`src/rtl/reset_watchdog.sv`:
```
// Reset sequencer + watchdog: releases nRESETP after a power-on hold, nRESET a few cycles later, and re-pulses both on a watchdog timeout.
// Latency: nRESETP rises POR_CYCLES edges after RESET drops; nRESET lags by NRESET_LAG; a fire comes PRESCALE*WDOG_LIMIT edges after the last kick.
// Backpressure: none; WDOG_KICK is a fire-and-forget strobe, and all outputs are registered.
//
// Ports:
//   CLK_24M     in   master clock, all logic on posedge
//   RESET       in   synchronous active-high reset
//   WDOG_EN     in   watchdog enable (0 forces prescaler and tick counter to zero)
//   WDOG_KICK   in   single-cycle kick strobe, synchronous to CLK_24M
//   nRESETP     out  active-low reset to the clock divider
//   nRESET      out  active-low 68K/system reset, lags nRESETP on release
//   WDOG_FIRED  out  sticky flag, set by any watchdog fire, cleared only by RESET
//   WDOG_CNT    out  current watchdog tick count (debug)

module reset_watchdog #(
   parameter int POR_CYCLES   = 64,
   parameter int NRESET_LAG   = 8,
   parameter int PRESCALE     = 16,
   parameter int WDOG_LIMIT   = 1024,
   parameter int PULSE_CYCLES = 32
) (
   input  logic                        CLK_24M,
   input  logic                        RESET,
   input  logic                        WDOG_EN,
   input  logic                        WDOG_KICK,
   output logic                        nRESETP,
   output logic                        nRESET,
   output logic                        WDOG_FIRED,
   output logic [$clog2(WDOG_LIMIT):0] WDOG_CNT
);

   // Every parameter is a count of cycles or ticks; zero would make the
   // terminal compares below unreachable.
   if (POR_CYCLES < 1 || NRESET_LAG < 1 || PRESCALE < 1 ||
       WDOG_LIMIT < 1 || PULSE_CYCLES < 1) begin : g_param_err
      $error("reset_watchdog: every parameter must be >= 1");
   end

   // HOLD, LAG and FIRE never overlap, so one sequencing counter serves all
   // three; it only has to reach the largest of their terminal values.
   localparam int SEQ_MAX = (POR_CYCLES > NRESET_LAG)
                          ? ((POR_CYCLES > PULSE_CYCLES) ? POR_CYCLES : PULSE_CYCLES)
                          : ((NRESET_LAG > PULSE_CYCLES) ? NRESET_LAG : PULSE_CYCLES);
   localparam int SW = $clog2(SEQ_MAX + 1);
   // PRESCALE=1 would give a zero-width prescaler; keep one bit that stays 0.
   localparam int PW = (PRESCALE > 1) ? $clog2(PRESCALE) : 1;
   localparam int CW = $clog2(WDOG_LIMIT) + 1;

   localparam logic [SW-1:0] POR_LAST   = SW'(POR_CYCLES - 1);
   localparam logic [SW-1:0] LAG_LAST   = SW'(NRESET_LAG - 1);
   localparam logic [SW-1:0] PULSE_LAST = SW'(PULSE_CYCLES - 1);
   localparam logic [PW-1:0] PRE_LAST   = PW'(PRESCALE - 1);
   localparam logic [CW-1:0] TICK_LAST  = CW'(WDOG_LIMIT - 1);

   typedef enum logic [1:0] {
      ST_HOLD = 2'd0,
      ST_LAG  = 2'd1,
      ST_RUN  = 2'd2,
      ST_FIRE = 2'd3
   } state_t;

   state_t        state_q;
   logic [SW-1:0] seq_q;
   logic [PW-1:0] presc_q;
   logic [CW-1:0] tick_q;
   logic          nresetp_q;
   logic          nreset_q;
   logic          fired_q;

   // Combinational next values for the watchdog counters in RUN.
   logic [SW-1:0] seq_d;
   logic [PW-1:0] presc_d;
   logic [CW-1:0] tick_d;
   logic          presc_wrap;
   logic          tick_term;

   always_comb begin
      seq_d      = seq_q + SW'(1);
      presc_wrap = (presc_q == PRE_LAST);
      tick_term  = presc_wrap && (tick_q == TICK_LAST);
      presc_d    = presc_wrap ? '0 : presc_q + PW'(1);
      tick_d     = presc_wrap ? tick_q + CW'(1) : tick_q;
   end

   always_ff @(posedge CLK_24M) begin
      if (RESET) begin
         state_q   <= ST_HOLD;
         seq_q     <= '0;
         presc_q   <= '0;
         tick_q    <= '0;
         nresetp_q <= 1'b0;
         nreset_q  <= 1'b0;
         fired_q   <= 1'b0;
      end else begin
         case (state_q)
            ST_HOLD: begin
               presc_q <= '0;
               tick_q  <= '0;
               if (seq_q == POR_LAST) begin
                  state_q   <= ST_LAG;
                  seq_q     <= '0;
                  nresetp_q <= 1'b1;
               end else begin
                  seq_q <= seq_d;
               end
            end

            ST_LAG: begin
               presc_q <= '0;
               tick_q  <= '0;
               if (seq_q == LAG_LAST) begin
                  state_q  <= ST_RUN;
                  seq_q    <= '0;
                  nreset_q <= 1'b1;
               end else begin
                  seq_q <= seq_d;
               end
            end

            ST_RUN: begin
               // A kick or a disable outranks the terminal tick, so a kick
               // landing on the timeout edge still prevents the fire.
               if (!WDOG_EN || WDOG_KICK) begin
                  presc_q <= '0;
                  tick_q  <= '0;
               end else if (tick_term) begin
                  state_q   <= ST_FIRE;
                  seq_q     <= '0;
                  presc_q   <= '0;
                  tick_q    <= '0;
                  nresetp_q <= 1'b0;
                  nreset_q  <= 1'b0;
                  fired_q   <= 1'b1;
               end else begin
                  presc_q <= presc_d;
                  tick_q  <= tick_d;
               end
            end

            ST_FIRE: begin
               // The entry edge is pulse cycle 1, so the counter starting at
               // zero on entry hits PULSE_CYCLES-1 on the release edge.
               presc_q <= '0;
               tick_q  <= '0;
               if (seq_q == PULSE_LAST) begin
                  state_q   <= ST_LAG;
                  seq_q     <= '0;
                  nresetp_q <= 1'b1;
               end else begin
                  seq_q <= seq_d;
               end
            end

            default: begin
               state_q   <= ST_HOLD;
               seq_q     <= '0;
               presc_q   <= '0;
               tick_q    <= '0;
               nresetp_q <= 1'b0;
               nreset_q  <= 1'b0;
            end
         endcase
      end
   end

   assign nRESETP    = nresetp_q;
   assign nRESET     = nreset_q;
   assign WDOG_FIRED = fired_q;
   assign WDOG_CNT   = tick_q;

endmodule

```
`config.mk`:
```
export PLATFORM = sky130hd
export DESIGN_NAME = reset_watchdog
export DESIGN_NICKNAME = d
export VERILOG_FILES = /design/src/rtl/reset_watchdog.sv
export SDC_FILE = /design/constraint.sdc
export NUM_CORES = 1
export LEC_CHECK = 0
export ABC_AREA = 1
export BUFFER_PORTS_ARGS = -buffer_cell sky130_fd_sc_hd__buf_2
export CAP_MARGIN = 20
export CELL_PAD_IN_SITES_DETAIL_PLACEMENT = 1
export CELL_PAD_IN_SITES_GLOBAL_PLACEMENT = 2
export CORE_MARGIN = 8
export CORE_UTILIZATION = 32
export CTS_BUF_LIST = sky130_fd_sc_hd__clkbuf_4 sky130_fd_sc_hd__clkbuf_8 sky130_fd_sc_hd__clkbuf_16
export DETAILED_ROUTE_END_ITERATION = 10
export GPL_ROUTABILITY_DRIVEN = 0
export PLACE_DENSITY = 0.88
export SLEW_MARGIN = 20
export SYNTH_ARGS = -nofsm -noshare
export SYNTH_HDL_FRONTEND = slang
export SYNTH_SLANG_ARGS = --single-unit
```
`constraint.sdc`:
```
create_clock -name CLK_24M -period 1.92 [get_ports CLK_24M]
set_clock_uncertainty 0.15 [all_clocks]
set_input_delay 0.096 -clock CLK_24M [delete_from_list [all_inputs] [get_ports CLK_24M]]
set_output_delay 0.096 -clock CLK_24M [all_outputs]
set_load 0.02 [all_outputs]
```
==> metrics, run 1 <==
number of nets in the layout 258; launching point of the worst reg2reg path state_q[0]$_SDFFE_PP0P_; Port Buffer Count 17; gate family responsible for the most delay along the worst path flip-flops; HP Class in -> reg; Yosys top cell area share roughly 34%; run status complete, no violations; post-layout minimum cycle time 1.751 ns; largest incremental delay on the critical path 0.42 ns; category of the most critical setup path reg -> reg; setup slack on the worst flop-to-flop path 0.17 ns; Leak 0.8152 nW; count of synthesis-stage warnings from yosys 0; number of diodes 0; total count of hold-check failures in the final report 0; Worst setup startpoint state_q[0]$_SDFFE_PP0P_; die outline area roughly 0.0074 mm2; worst hold slack across all endpoints approximately 0.2 ns; Reg clk slew, reported paths about 0.10 ns; list of cells traversed by the critical path inv_1 -> ha_1 -> nand3_4 -> inv_1 -> nor2_1 -> xor2_1 -> nor2_1; CP Data Arrival Time 1.79 ns; Net Sw Frac 23.83%; vias in the first global route 1,481; most common cell after layout, fill and taps aside nand2_1; final-layout setup total negative slack 0 ns; initial antenna violation count 0; slowest stage cell on the critical path dfxtp_1; worst rel slew slack 74.82%; Final Routed Wirelength 3784 um; final count of negative-setup-slack endpoints 0; maximum level of the CTS H-tree 1; largest vdd supply drop 0.0003032 V; Chip Width 86.08 um; part of the total power dissipated in the clock network 36.6%; number of synthesized flops with an enable pin 0; Yosys reg bits 27; top library cells by usage in the layout, fill and taps aside nand2_1, nor2_1, dfxtp_1, inv_1, buf_2; area of the core region 0.004723 mm2; Combinational Power Share 3.6%; switching power 227.2 uW; Post CTS Setup Buffer Count 0; sequential-to-total area share from yosys stat 34.39%; row count 25; post-detailed-route wirelength per cell ~12 um; worst flop-to-flop path endpoint WDOG_CNT[3]$_SDFFE_PP0P_; depth of the worst register-to-register path 7; dominant cell type by area after synthesis dfxtp_1; boundary pin count 18; Synthesized Nets 234; global-route wire length before repair 6658 um; top cells by area in the synthesized netlist dfxtp_1, nand2_1, nor2_1, ha_1, inv_1; data required time at the worst endpoint 1.96 ns; clk sinks 27; max-capacitance violation count 0; layout cells sized above 1 17.62%; library cells used by synthesis 32; Tcrit/Tclk final 91.18%; TritonCTS clock tree yes; HPWL reported at the end of detailed placement 3115 um; grt total ovfl 0; Least-Margin Pin Slew around 0.37 ns; number of nets with antenna violations after routing 0; share of flip-flops with an asynchronous set or reset 0%; initial standard-cell utilization of the core about a third; total standard cell area after synthesis 0.001572 mm2; vertical extent of the die 86.08 um; relative contribution of sequential cells to total power 59.8%; Mapped Cells 221; detailed-router iteration count before antenna repair 4; worst hold endpoint WDOG_FIRED$_SDFFE_PP0P_; Max Slew Vio Count 0; Worst Setup End Kind register; number of vias after detailed routing 1,427; Critical path buffers and inverters 2; internal power of the cells 726.2 uW; TritonCTS Buffers 3; RSZ-0062 raised after global routing false; source of the worst hold timing path WDOG_EN; Total Routing Usage GR 11.09%; via density per instance 4.588; Primary FF master, synth dfxtp_1; nature of the critical path startpoint register; count of unresolved DRC violations after routing 0; clock tree root driver cell clkbuf_8; clk buf depth 2; worst skew pair latency 0.29 ns; largest driver fanout on the critical path 8; areal power density over the cells 525.1 mW/mm2; fmax 571.2 MHz; cell depth of the worst min-delay path 5; Starting DRT DRC Count 43; Area Growth Syn to Fin 15.53%; mean instance size in the synthesized netlist between 7 and 8 um2; maximum number of pins on one net before global-route repair 17
[worst reg2reg max path, stage by stage, from the launching register on]
cell	delay [ns]
dfxtp_1	0.42
inv_1	0.11
ha_1	0.31
nand3_4	0.16
inv_1	0.12
nor2_1	0.17
xor2_1	0.16
nor2_1	0.06
[worst max path at each step]
stage	endpoint	slack, ns	cells after the start
2_1_floorplan	WDOG_CNT[7]$_SDFFE_PP0P_	0.21	10
3_3_place_gp	seq_q[1]$_SDFFE_PP0P_	0.16	8
3_5_place_dp	WDOG_CNT[3]$_SDFFE_PP0P_	0.14	7
4_1_cts	seq_q[1]$_SDFFE_PP0P_	0.13	8
5_1_grt	WDOG_CNT[4]$_SDFFE_PP0P_	0.003	10
6_report	WDOG_CNT[3]$_SDFFE_PP0P_	0.17	7
[power by group through the flow]
| stage | Clock (mW) | Sequential [mW] | Combinational [mW] |
|---|---|---|---|
| after global routing | 0.388 | 0.571 | 0.0404 |
| after floorplan | 0 | 0.582 | 0.0229 |
| after global placement | 0 | 0.583 | 0.0331 |
| final | 0.349 | 0.570 | 0.0346 |
| after CTS | 0.361 | 0.570 | 0.0346 |
| after detailed placement | 0 | 0.583 | 0.0330 |
[layer usage]
metal / share of wire (%) / vias to the layer above / GRT usage (%) / wire (um)
met5: 0 / - / 0 / 0
met4: 1.7 / 0 / 4.777 / 65
met3: 1.2 / 5 / 1.719 / 47
met2: 47 / 9 / 18.12 / 1780
met1: 50 / 665 / 13.96 / 1891
li1: - / 748 / - / -
[sequential cells by signal, indices dropped and copies added, names as in the netlist]
signal      cells
WDOG_CNT       11
seq_q           7
presc_q         4
state_q         2
WDOG_FIRED      1
nRESET          1
nRESETP         1
[kinds of logic after synthesis]
family,count (synthesis),share of synthesized area [%]
and+or+nand+nor,126,38.22
DFF,27,34.40
adders and majority gates,9,7.166
xor gates and xnor gates,7,3.901
AOI/OAI and AO/OA,22,8.441
buffers and inverters,30,7.882
[layout make-up]
cell class / count / area, um2
timing repair buffer: 22 / 125.1
clock buffer: 3 / 41.29
multi-input combinational: 164 / 914.6
sequential: 27 / 541.8
clock inverter: 1 / 7.507
fill: 599 / 2908
tap: 67 / 83.83
inverter: 27 / 101.3
[cells in the mapped netlist (2+ instances only)]
cell,number
inv_1,26
o21ai_0,2
xor2_1,7
nand2_1,54
a31oi_1,2
nor3_1,3
nor2_4,3
ha_1,9
nand4_1,6
nand3_1,12
nand2_2,6
dfxtp_1,27
nor2_2,2
nor2_1,35
a21oi_1,10
[metrics by stage]
step / utilization [%] / area (um2) / setup WS [ns] / power, mW / cells
3_5_place_dp: 37.01 / 1748 / 0.1434 / 0.6161 / 306
3_3_place_gp: 37.01 / 1748 / 0.1573 / 0.6162 / 306
4_1_cts: 38.25 / 1807 / 0.1291 / 0.9660 / 311
6_report: 38.44 / 1815 / 0.1693 / 0.9534 / 311
2_1_floorplan: - / 1572 / 0.2141 / 0.6044 / 221
5_1_grt: 38.44 / 1815 / 0.002569 / 0.9992 / 311
[what timing repair did]
item,CTS,global route
gates resized for setup,0,3
endpoints found under the hold margin,8,0
endpoints found under the setup margin,0,9
hold buffers,1,0
Note: power is estimated with default switching activity, not from simulation.
==> run 2, diff against run 1 <==
Settings changed: ABC_AREA 1 to unset, CORE_UTILIZATION 32 to 35, PLACE_DENSITY 0.88 to 0.89.
Clock period 1.92 ns to 1.8 ns, I/O delays scaled along.
==> metrics, run 2 <==
run status finished, violations left (was complete, no violations); violated checks setup timing; data required time at the worst endpoint 1.82 ns (was 1.96 ns); via density per instance 5.270 (was 4.588); worst setup timing slack at the placement stage -0.1762 ns (was 0.1434 ns); clock tree root driver cell clkbuf_8 (unchanged); most common cell after layout, fill and taps aside buf_4 (was nand2_1); Max Slew Vio Count 0 (unchanged); TritonCTS Buffers 3 (unchanged); leading post-synthesis cells by instance count dfxtp_1, nor2_1, nand2_1, nand3_1, ha_1 (was nand2_1, nor2_1, dfxtp_1); number of diodes 0 (unchanged); share of flip-flops with an asynchronous set or reset 0% (unchanged); HPWL reported at the end of detailed placement 3578 um (was 3115 um); area post-placement 0.001928 mm2 (was 0.001748 mm2); final count of negative-setup-slack endpoints 6 (was 0); complex-gate fraction of the synthesized area 16.18% (was 8.439%); Finished Core Util 54.18% (was 38.44%); Yosys top cell area share 36.99% (was 34.39%); met3 track demand over resource 2.790% (was 1.719%); slowest stage cell on the critical path dfxtp_4 (was dfxtp_1); nature of the critical path startpoint register (unchanged); category of the most critical setup path reg -> reg (unchanged); vias in the first global route 1,733 (was 1,481); post-detailed-route wirelength per cell 16.96 um (was 12.17 um); fin cells 281 (was 311); Total Routing Usage GR 15.27% (was 11.09%); detailed-router iteration count before antenna repair 4 (unchanged); number of synthesized flops with an enable pin 0 (unchanged); mux share of post-synthesis cell area 2.140% (was 0%); Chip Width 80.62 um (was 86.08 um); Area Growth Syn to Fin 48.29% (was 15.53%); RSZ-0062 raised after global routing true (was false); most used routing layer in global routing met2 (unchanged); fmax 524.3 MHz (was 571.2 MHz); worst rel slew slack 76.99% (was 74.82%); number of nets in the layout 245 (was 258); Synthesized Nets 177 (was 234); flip-flop count of the largest register after layout 11 (unchanged); count of unresolved DRC violations after routing 0 (unchanged); global-route track usage on met2 30.79% (was 18.12%); Post-Synth Adder-Cell Area 7.705% (was 7.166%); TritonCTS clock tree yes (unchanged); list of cells traversed by the critical path ha_1 -> or2_2 -> o31ai_4 -> a221oi_4 -> buf_4 -> and3_4 -> a31o_1 (was inv_1 -> ha_1 -> nand3_4 -> inv_1 -> nor2_1 -> xor2_1 -> nor2_1); Least-Margin Pin Slew 0.3439 ns (was 0.3748 ns); worst skew pair latency 0.27 ns (was 0.29 ns); number of vias after detailed routing 1,481 (was 1,427); Final Worst Setup Slack -0.1073 ns (was 0.1693 ns); Reg clk slew, reported paths 0.09 ns (was 0.10 ns); gate family responsible for the most delay along the worst path simple AND/OR/NAND/NOR gates (was flip-flops); initial standard-cell utilization of the core 36.53% (was 33.27%); count of synthesis-stage warnings from yosys 0 (unchanged); total standard cell area after synthesis 0.001461 mm2 (was 0.001572 mm2); library cells used by synthesis 45 (was 32); clk sinks 27 (unchanged); simple-gate portion of the synthesized area 27.40% (was 38.22%); largest driver fanout on the critical path 4 (was 8); CP Data Arrival Time 1.93 ns (was 1.79 ns); die outline area 0.006499 mm2 (was 0.007410 mm2); met1 track demand over resource 13.80% (was 13.96%); largest incremental delay on the critical path 0.38 ns (was 0.42 ns); mean instance size in the synthesized netlist 8.911 um2 (was 7.111 um2); worst hold slack across all endpoints 0.01470 ns (was 0.2031 ns); most instantiated library cell after synthesis dfxtp_1 (was nand2_1); dominant cell type by area after synthesis dfxtp_1 (unchanged); layout cells sized above 1 43.72% (was 17.62%); Yosys reg bits 27 (unchanged); final-layout setup total negative slack -0.3990 ns (was 0 ns); maximum level of the CTS H-tree 1 (unchanged); grt total ovfl 0 (unchanged); vertical extent of the die 80.62 um (was 86.08 um); Mapped Cells 164 (was 221); area of the core region 0.004000 mm2 (was 0.004723 mm2); number of fill cells 470 (was 599); global-route wire length before repair 7852 um (was 6658 um); total power of the final layout 2.035 mW (was 953.4 uW); cell total after placement 271 (was 306); Primary FF master, synth dfxtp_1 (unchanged); Starting DRT DRC Count 53 (was 43); Final Routed Wirelength 4767 um (was 3784 um); Leak 0.9028 nW (was 0.8152 nW); Port Buffer Count 17 (unchanged); HP Class in -> reg (unchanged); top cells by area in the synthesized netlist dfxtp_1, ha_1, nand3_1, nor2_1, xor2_1 (was dfxtp_1, nand2_1, nor2_1, ha_1, inv_1); fraction of synthesized cell area in xor and xnor cells 5.993% (was 3.901%); areal power density over the cells 939.1 mW/mm2 (was 525.1 mW/mm2); initial antenna violation count 0 (unchanged); post-route cell area 0.002167 mm2 (was 0.001815 mm2); total count of hold-check failures in the final report 0 (unchanged); post-layout minimum cycle time 1.907 ns (was 1.751 ns); sequential-to-total area share from yosys stat 36.99% (was 34.39%); max-capacitance violation count 0 (unchanged); largest vdd supply drop 0.0004677 V (was 0.0003032 V); number of nets with antenna violations after routing 0 (unchanged); clk buf depth 2 (unchanged); Critical path buffers and inverters 1 (was 2); Worst Setup End Kind register (unchanged); combinational family with the most area after synthesis simple AND/OR/NAND/NOR gates (unchanged); maximum number of pins on one net before global-route repair 15 (was 17); Tcrit/Tclk final 106.0% (was 91.18%); row count 23 (was 25); top library cells by usage in the layout, fill and taps aside buf_4, dfxtp_1, nor2_1, buf_2 (was nand2_1, nor2_1, dfxtp_1, inv_1, buf_2); boundary pin count 18 (unchanged)
## run 2: cell types whose count changed after synthesis, sizes merged, moves of 4 or more
cell / change
and3: +5
a31oi: +5
nand2: -46
inv: -19
nor2: -22
a21oi: -4
## run 2: power breakdown
| part | internal [mW] | switching, mW | leakage [nW] | total (mW) |
|---|---|---|---|---|
| logic | 0.477 | 0.449 | 0.654 | 0.926 |
| registers | 0.672 | 0.0754 | 0.222 | 0.747 |
| clock network | 0.174 | 0.188 | 0.0262 | 0.362 |
## run 2: repair_timing
| item | in CTS | in global routing |
|---|---|---|
| endpoints found under the setup margin | 15 | 23 |
| hold buffers | 0 | 0 |
| gates resized for setup | 16 | 14 |
| setup buffers | 4 | 2 |
| hold endpoints to repair | 0 | 0 |
| pin swaps | 9 | 6 |
## run 2: area by class of cell
cell class	count	area, um2	area share, %
inverter	8	35.03	1.617
timing repair buffer	65	452.9	20.90
tap	50	62.56	2.887
clock buffer	4	48.80	2.252
sequential	27	556.8	25.69
multi-input combinational	127	1011	46.65
## run 2: final timing paths
check / slack [ns] / cells after the start / end / start
worst max-delay path: -0.11 / 7 / seq_q[1]$_SDFFE_PP0P_ / state_q[0]$_SDFFE_PP0P_
worst min-delay path: 0.01 / 2 / WDOG_FIRED$_SDFFE_PP0P_ / RESET
worst max register to register: -0.11 / 7 / seq_q[1]$_SDFFE_PP0P_ / state_q[0]$_SDFFE_PP0P_
worst min register to register: 0.33 / 2 / WDOG_FIRED$_SDFFE_PP0P_ / WDOG_FIRED$_SDFFE_PP0P_
## run 2: per-layer routing
metal / vias to the layer above / wire, um
li1: 728 / -
met1: 724 / 1775
met2: 21 / 2710
met3: 8 / 178
met4: 0 / 102
met5: - / 0
## run 2: cells by family after synthesis
family,after synthesis
flip-flops,27
AO/OA/AOI/OAI,30
multiplexers,3
buffers and inverters,10
adder cells (fa/ha/maj),9
XOR/XNOR,10
AND/OR/NAND/NOR,75
